--- config.mk ---
export PLATFORM = sky130hd
export DESIGN_NAME = demux1x2_pair
export DESIGN_NICKNAME = d
export VERILOG_FILES = /design/src/rtl/demux1x2_pair.sv
export SDC_FILE = /design/constraint.sdc
export NUM_CORES = 1
export LEC_CHECK = 0
export ABC_CLOCK_PERIOD_IN_PS = 2800
export CORE_MARGIN = 3
export CORE_UTILIZATION = 52
export CTS_CLUSTER_SIZE = 24
export DETAILED_ROUTE_END_ITERATION = 6
export PLACE_DENSITY_LB_ADDON = 0.2
export SETUP_SLACK_MARGIN = 0.3
export SYNTH_ARGS = -nofsm -noshare
export SYNTH_HDL_FRONTEND = slang
export SYNTH_SLANG_ARGS = --single-unit
--- constraint.sdc ---
create_clock -name clk -period 2.8 [get_ports clk]
set_clock_uncertainty 0.1 [all_clocks]
set_input_delay 0.56 -clock clk [delete_from_list [all_inputs] [get_ports clk]]
set_output_delay 0.56 -clock clk [all_outputs]
set_load 0.05 [all_outputs]
--- src/rtl/demux1x2_pair.sv ---
// Splits a byte stream into even/odd lanes, emitted together as a registered pair one edge after the odd byte.
// No backpressure; a lone trailing byte is flushed on lane 0 after TIMEOUT idle cycles.
module demux1x2_pair #(
   parameter int WIDTH   = 8,
   parameter int TIMEOUT = 8,
   parameter int CNT_W   = 4
) (
   input  logic             clk,
   input  logic             reset,
   input  logic [WIDTH-1:0] in,
   input  logic             valid,
   output logic [WIDTH-1:0] out0,
   output logic [WIDTH-1:0] out1,
   output logic [1:0]       validout
);

   typedef enum logic {
      EMPTY = 1'b0,
      HALF  = 1'b1
   } state_t;

   localparam logic [CNT_W-1:0] LAST = (TIMEOUT == 0) ? '0 : CNT_W'(TIMEOUT - 1);

   if (TIMEOUT < 0 || TIMEOUT >= (1 << CNT_W)) begin : g_cfg_err
      $error("demux1x2_pair: TIMEOUT %0d does not fit in CNT_W %0d", TIMEOUT, CNT_W);
   end

   state_t             state_q, state_d;
   logic [WIDTH-1:0]   hold_q, hold_d;
   logic [CNT_W-1:0]   cnt_q, cnt_d;
   logic [WIDTH-1:0]   out0_q, out0_d;
   logic [WIDTH-1:0]   out1_q, out1_d;
   logic [1:0]         vld_q, vld_d;

   always_comb begin
      state_d = state_q;
      hold_d  = hold_q;
      cnt_d   = cnt_q;
      out0_d  = out0_q;
      out1_d  = out1_q;
      vld_d   = 2'b00;
      case (state_q)
         EMPTY: begin
            if (valid) begin
               hold_d  = in;
               cnt_d   = '0;
               state_d = HALF;
            end
         end
         HALF: begin
            // A byte arriving on the expiry cycle completes the pair instead of flushing.
            if (valid) begin
               out0_d  = hold_q;
               out1_d  = in;
               vld_d   = 2'b11;
               state_d = EMPTY;
            end else if (TIMEOUT != 0) begin
               if (cnt_q == LAST) begin
                  out0_d  = hold_q;
                  out1_d  = '0;
                  vld_d   = 2'b01;
                  cnt_d   = '0;
                  state_d = EMPTY;
               end else if (cnt_q != '1) begin
                  cnt_d = cnt_q + CNT_W'(1);
               end
            end
         end
         default: state_d = EMPTY;
      endcase
   end

   always_ff @(posedge clk or negedge reset) begin
      if (!reset) begin
         state_q <= EMPTY;
         hold_q  <= '0;
         cnt_q   <= '0;
         out0_q  <= '0;
         out1_q  <= '0;
         vld_q   <= 2'b00;
      end else begin
         state_q <= state_d;
         hold_q  <= hold_d;
         cnt_q   <= cnt_d;
         out0_q  <= out0_d;
         out1_q  <= out1_d;
         vld_q   <= vld_d;
      end
   end

   assign out0     = out0_q;
   assign out1     = out1_q;
   assign validout = vld_q;

endmodule

# [Word level (Yosys, flattened, before mapping)]
# Cells that the tools add are included.
[word_totals] wordCells=33 inputBits=11 register_bits=31 out_inout_bits=18
[classes] n_addsub=1 eq_ne=5 n_reduce_logical=4 muxes=16 bitwise=1
[ops] operator="8-bit two-way mux" count=4
[ops] operator="4-bit two-way mux" count=4
[ops] operator="4-bit case mux with 2 select lines" count=1
[ops] operator="4-bit by 1-bit adder with 4-bit output, second input constant" count=1
[ops] operator="4-bit by 3-bit equality test with 1-bit output, second input constant" count=1
[ops] operator="1-bit two-way mux" count=4
[ops] operator="2-bit two-way mux" count=2
[ops] operator="2-bit != test, second input constant" count=2
[ops] operator="4-bit != test, second input constant" count=1
[ops] operator="2-bit AND reduction" count=2
[ops] operator="3-bit by 1-bit != test with 1-bit output, second input constant" count=1
[ops] operator="3-bit AND reduction" count=1
[ops] operator="1-bit case mux with 2 select lines" count=1
[ops] operator="2-bit nonzero test" count=1
[ops] operator="1-bit NOT" count=1

# [Logic depth before layout (Yosys ltp)]
[logic_depth] depth_word=5 ltp_mapped=7 depth_no_buf=5

# [Worst setup path before layout]
# OpenSTA, ideal clock, no wires.
[synth_timing] path_kind="input-to-reg" from="in valid" to="reg out0_q[6], in the netlist out0[6]" stages=6 required_ps=2575 setup_time_ps=125 arrival_time_ps=1458 path_buffers=3 path_slack_ps=1117 path_cell_list="buf_2 nand2_1 and2_4 buf_6 buf_8 mux2_4"
[synth_between] elab_chain_cells=2 elab_cells_between_ends=3 classes_between="mux: 1; reduce/logical: 2"
[synth_lines] item="from (decl)" line_no="11" source="input logic valid,"
[synth_lines] item="2-bit nonzero test (no line)"
[synth_lines] item="2-bit AND reduction (no line)"
[synth_lines] item="to (signal assigned)" line_no="85" source="out0_q <= out0_d;"
[synth_lines] item="to (decl)" line_no="31" source="logic [WIDTH-1:0] out0_q, out0_d;"
# Parallel ways exist; a longest one is shown, timed or not.
# A chain may end at the register's enable or synchronous reset.

# [Final worst setup path]
[layout_timing] from="reg out1_q[7], in the netlist out1[7]" to="out out1[7]"
[layout_rtl] item="from (decl)" line_no="32" source="logic [WIDTH-1:0] out1_q, out1_d;"
[layout_rtl] item="from (signal assigned)" line_no="86" source="out1_q <= out1_d;"
[layout_rtl] item="to (decl)" line_no="13" source="output logic [WIDTH-1:0] out1,"
# No word-level cell between the ends.

==> results.py <==
metrics = {
    "outcome": {
        "outcome": "finished clean",
    },
    "grt": {
        "globalRouteMet2Util": 0.242,
        "met3_usage": 0.0483,
        "antenna_found_initial": 0,
        "grt_use_met1": 0.242,
        "track_usage": 0.170,
        "grt_pass1_wl_mm": 3.54,
        "first_global_vias": 772,
        "grt_overflow": 0,
        "busiest_layer": "met2",
        "grt_max_degree": 32,
    },
    "sta": {
        "tightest_slew_ns": 0.499,
        "final-max-slew-violation-count": 0,
        "finalSetupViolCount": 0,
        "fin_tns_setup_ns": 0,
        "fmax_mhz": 466,
        "grt_setup_unrepaired": "no",
        "min_period_over_period": 0.766,
        "slew_headroom": 0.667,
        "hold_viol_final": 0,
        "layout_min_cycle_time_ns": 2.15,
    },
    "critical_path": {
        "worstPathRequired_ns": 2.14,
        "crit_family": "buffers and inverters",
        "r2r-start": "cnt_q[0]$_DFFE_PN0P_",
        "r2r_slack_ns": 1.07,
        "crit_buf_inv": 1,
        "cp.arrival_ns": 1.49,
        "crit_fanout": 2,
        "cp_cell_sequence": "clkdlybuf4s50_1",
        "end_kind": "primary output",
        "crit_type": "reg2out",
        "cp-start-kind": "flip-flop",
        "slowest_stage": "clkdlybuf4s50_1",
        "reg2reg_to": "out0[4]$_DFFE_PN0P_",
        "slowest_delay_ns": 0.80,
        "ff2ff_path_depth": 4,
    },
    "detailed_routing": {
        "num_vias": 794,
        "routedWlPerCell_microns": 14.3,
        "drt_iter0_markers": 0,
        "drc": 0,
        "avgViaCountPerCell": 5.33,
        "routed_wl_mm": 2.14,
        "antenna_left": 0,
        "drtPass1Iterations": 1,
    },
    "clock_tree": {
        "postCtsSetupRepairBufs": 0,
        "cts_tree": "done",
        "clk_path_buf_depth": 2,
        "post_cts_resized": 0,
        "h-tree-depth": 2,
        "clk_pin_slew_ns": 0.10,
        "cts-buffers-inserted": 5,
        "root_buffer": "clkbuf_4",
        "cts_hold_buffers": 0,
        "cts_sinks": 31,
        "clk_latency_ns": 0.31,
    },
    "power_and_ir_drop": {
        "p_leak_nw": 0.713,
        "powerDensity_nw_per_um2": 1050,
        "vdd_drop_max_mv": 0.882,
        "p_total_mw": 1.70,
    },
    "cells_and_area": {
        "layout_commonest_cell": "dfrtp_1",
        "mostFrequentLayoutCells": "31 x dfrtp_1, 28 x clkdlybuf4s50_1, 15 x mux2_2",
        "area_delta_synth_final_pct": 29.5,
        "fin_area_sq_um": 1620,
        "drive_gt1_frac": 0.215,
        "n_antenna_cell": 0,
        "fin_nets": 132,
        "fill_cells": 168,
    },
    "yosys": {
        "synth.area.top_cells": "dfrtp_1 62%, mux2_2 14%, a22o_1 5.6%",
        "ys_seq_elements": 31,
        "yosysSeqAreaShare": 0.621,
        "syn_inst": 89,
        "netlist.area_leader.share": 0.621,
        "synthesis.area_sq_um": 1250,
        "synth_edf_count": 0,
        "synth_area_per_cell_sq_um": 14.0,
        "yosys_warnings": 0,
        "yosys.area.top_type": "dfrtp_1",
        "synth_ff_type": "dfrtp_1",
        "synthArstFlopShare": 1.00,
        "synth_nets": 101,
        "synthDistinctLibCells": 24,
    },
    "floorplan": {
        "ios": 29,
        "core_sq_um": 2250,
        "initial_utilization": 0.554,
        "die-height_microns": 55.0,
        "rows": 17,
        "dieArea_sq_um": 3030,
        "die_x_microns": 55.0,
    },
    "min_path": {
        "worst_hold_path_type": "reg2reg",
        "whs_path_depth": 1,
        "hold_end": "out1[0]$_DFFE_PN0P_",
        "hold_path.startpoint": "out1[0]$_DFFE_PN0P_",
    },
    "placed_design": {
        "numPortBuffers": 28,
        "place_congestion": 0.788,
        "dpl_cell_area_sq_um": 1530,
        "place_hpwl_mm": 1.50,
    },
    "run": {
        "cap_violations": 0,
    },
}
## area by class of cell
type / count / area, sq um / area share
Inverter: 3 / 11.3 / 0.00697
Timing Repair Buffer: 29 / 288 / 0.178
Clock inverter: 2 / 35.0 / 0.0217
Sequential cell: 31 / 776 / 0.480
Tap cell: 28 / 35.0 / 0.0217
Multi-Input combinational cell: 50 / 420 / 0.260
Clock buffer: 6 / 51.3 / 0.0317
## layer usage
layer  part of all wire  vias up  wire [microns]
met3              0.049        2             105
met4             0.0056        0              12
li1                   -      380               -
met2               0.47       17            1010
met5                  0        -               0
met1               0.47      395            1010
## Yosys cell counts (2+ instances only)
library cell  number
nand4b_1           2
inv_1              2
dfrtp_1           31
nand2_1            2
mux2_2            15
nand2b_1           3
o2bb2ai_1          3
buf_2              3
nor2_1             4
a21oi_1            3
a22o_1             8
## where the power goes
| part | switching, mW | internal [mW] |
|---|---|---|
| logic | 0.414 | 0.270 |
| registers | 0.0793 | 0.577 |
| clock network | 0.148 | 0.211 |
| total | 0.642 | 1.06 |
## how the worst max path moves through the flow
stage                        startpoint                  end  slack, ns  cells after the start
finish              out1[7]$_DFFE_PN0P_              out1[7]       0.65                      1
global route        out0[4]$_DFFE_PN0P_              out0[4]       0.60                      1
CTS                 out1[7]$_DFFE_PN0P_              out1[7]       0.64                      1
detailed placement                valid  out0[3]$_DFFE_PN0P_       0.68                      4
global placement                  valid  out0[5]$_DFFE_PN0P_       0.71                      4
floorplan                         valid  out0[6]$_DFFE_PN0P_       1.12                      6
## per-stage QoR
step                instances  setup slack, ns  hold slack, ns   util
global placement          141            0.709           0.383  0.679
floorplan                  89             1.12           0.164      -
finish                    149            0.654           0.408  0.717
detailed placement        141            0.681           0.385  0.679
CTS                       149            0.640           0.414  0.717
global route              149            0.596           0.426  0.717
## flip-flops by register name, indices dropped and copies added, names as in the netlist
| name | flops |
|---|---|
| hold_q | 8 |
| state_q | 1 |
| out0 | 8 |
| cnt_q | 4 |
| validout | 2 |
| out1 | 8 |
## cell families after synthesis
| family | after synthesis | synth area share |
|---|---|---|
| fa+ha+maj | 1 | 0.0100 |
| flops | 31 | 0.621 |
| compound gates | 17 | 0.104 |
| buf+inv | 8 | 0.0421 |
| mux | 17 | 0.155 |
| simple gates | 15 | 0.0671 |
No activity file was read; power rests on OpenSTA's default activity.
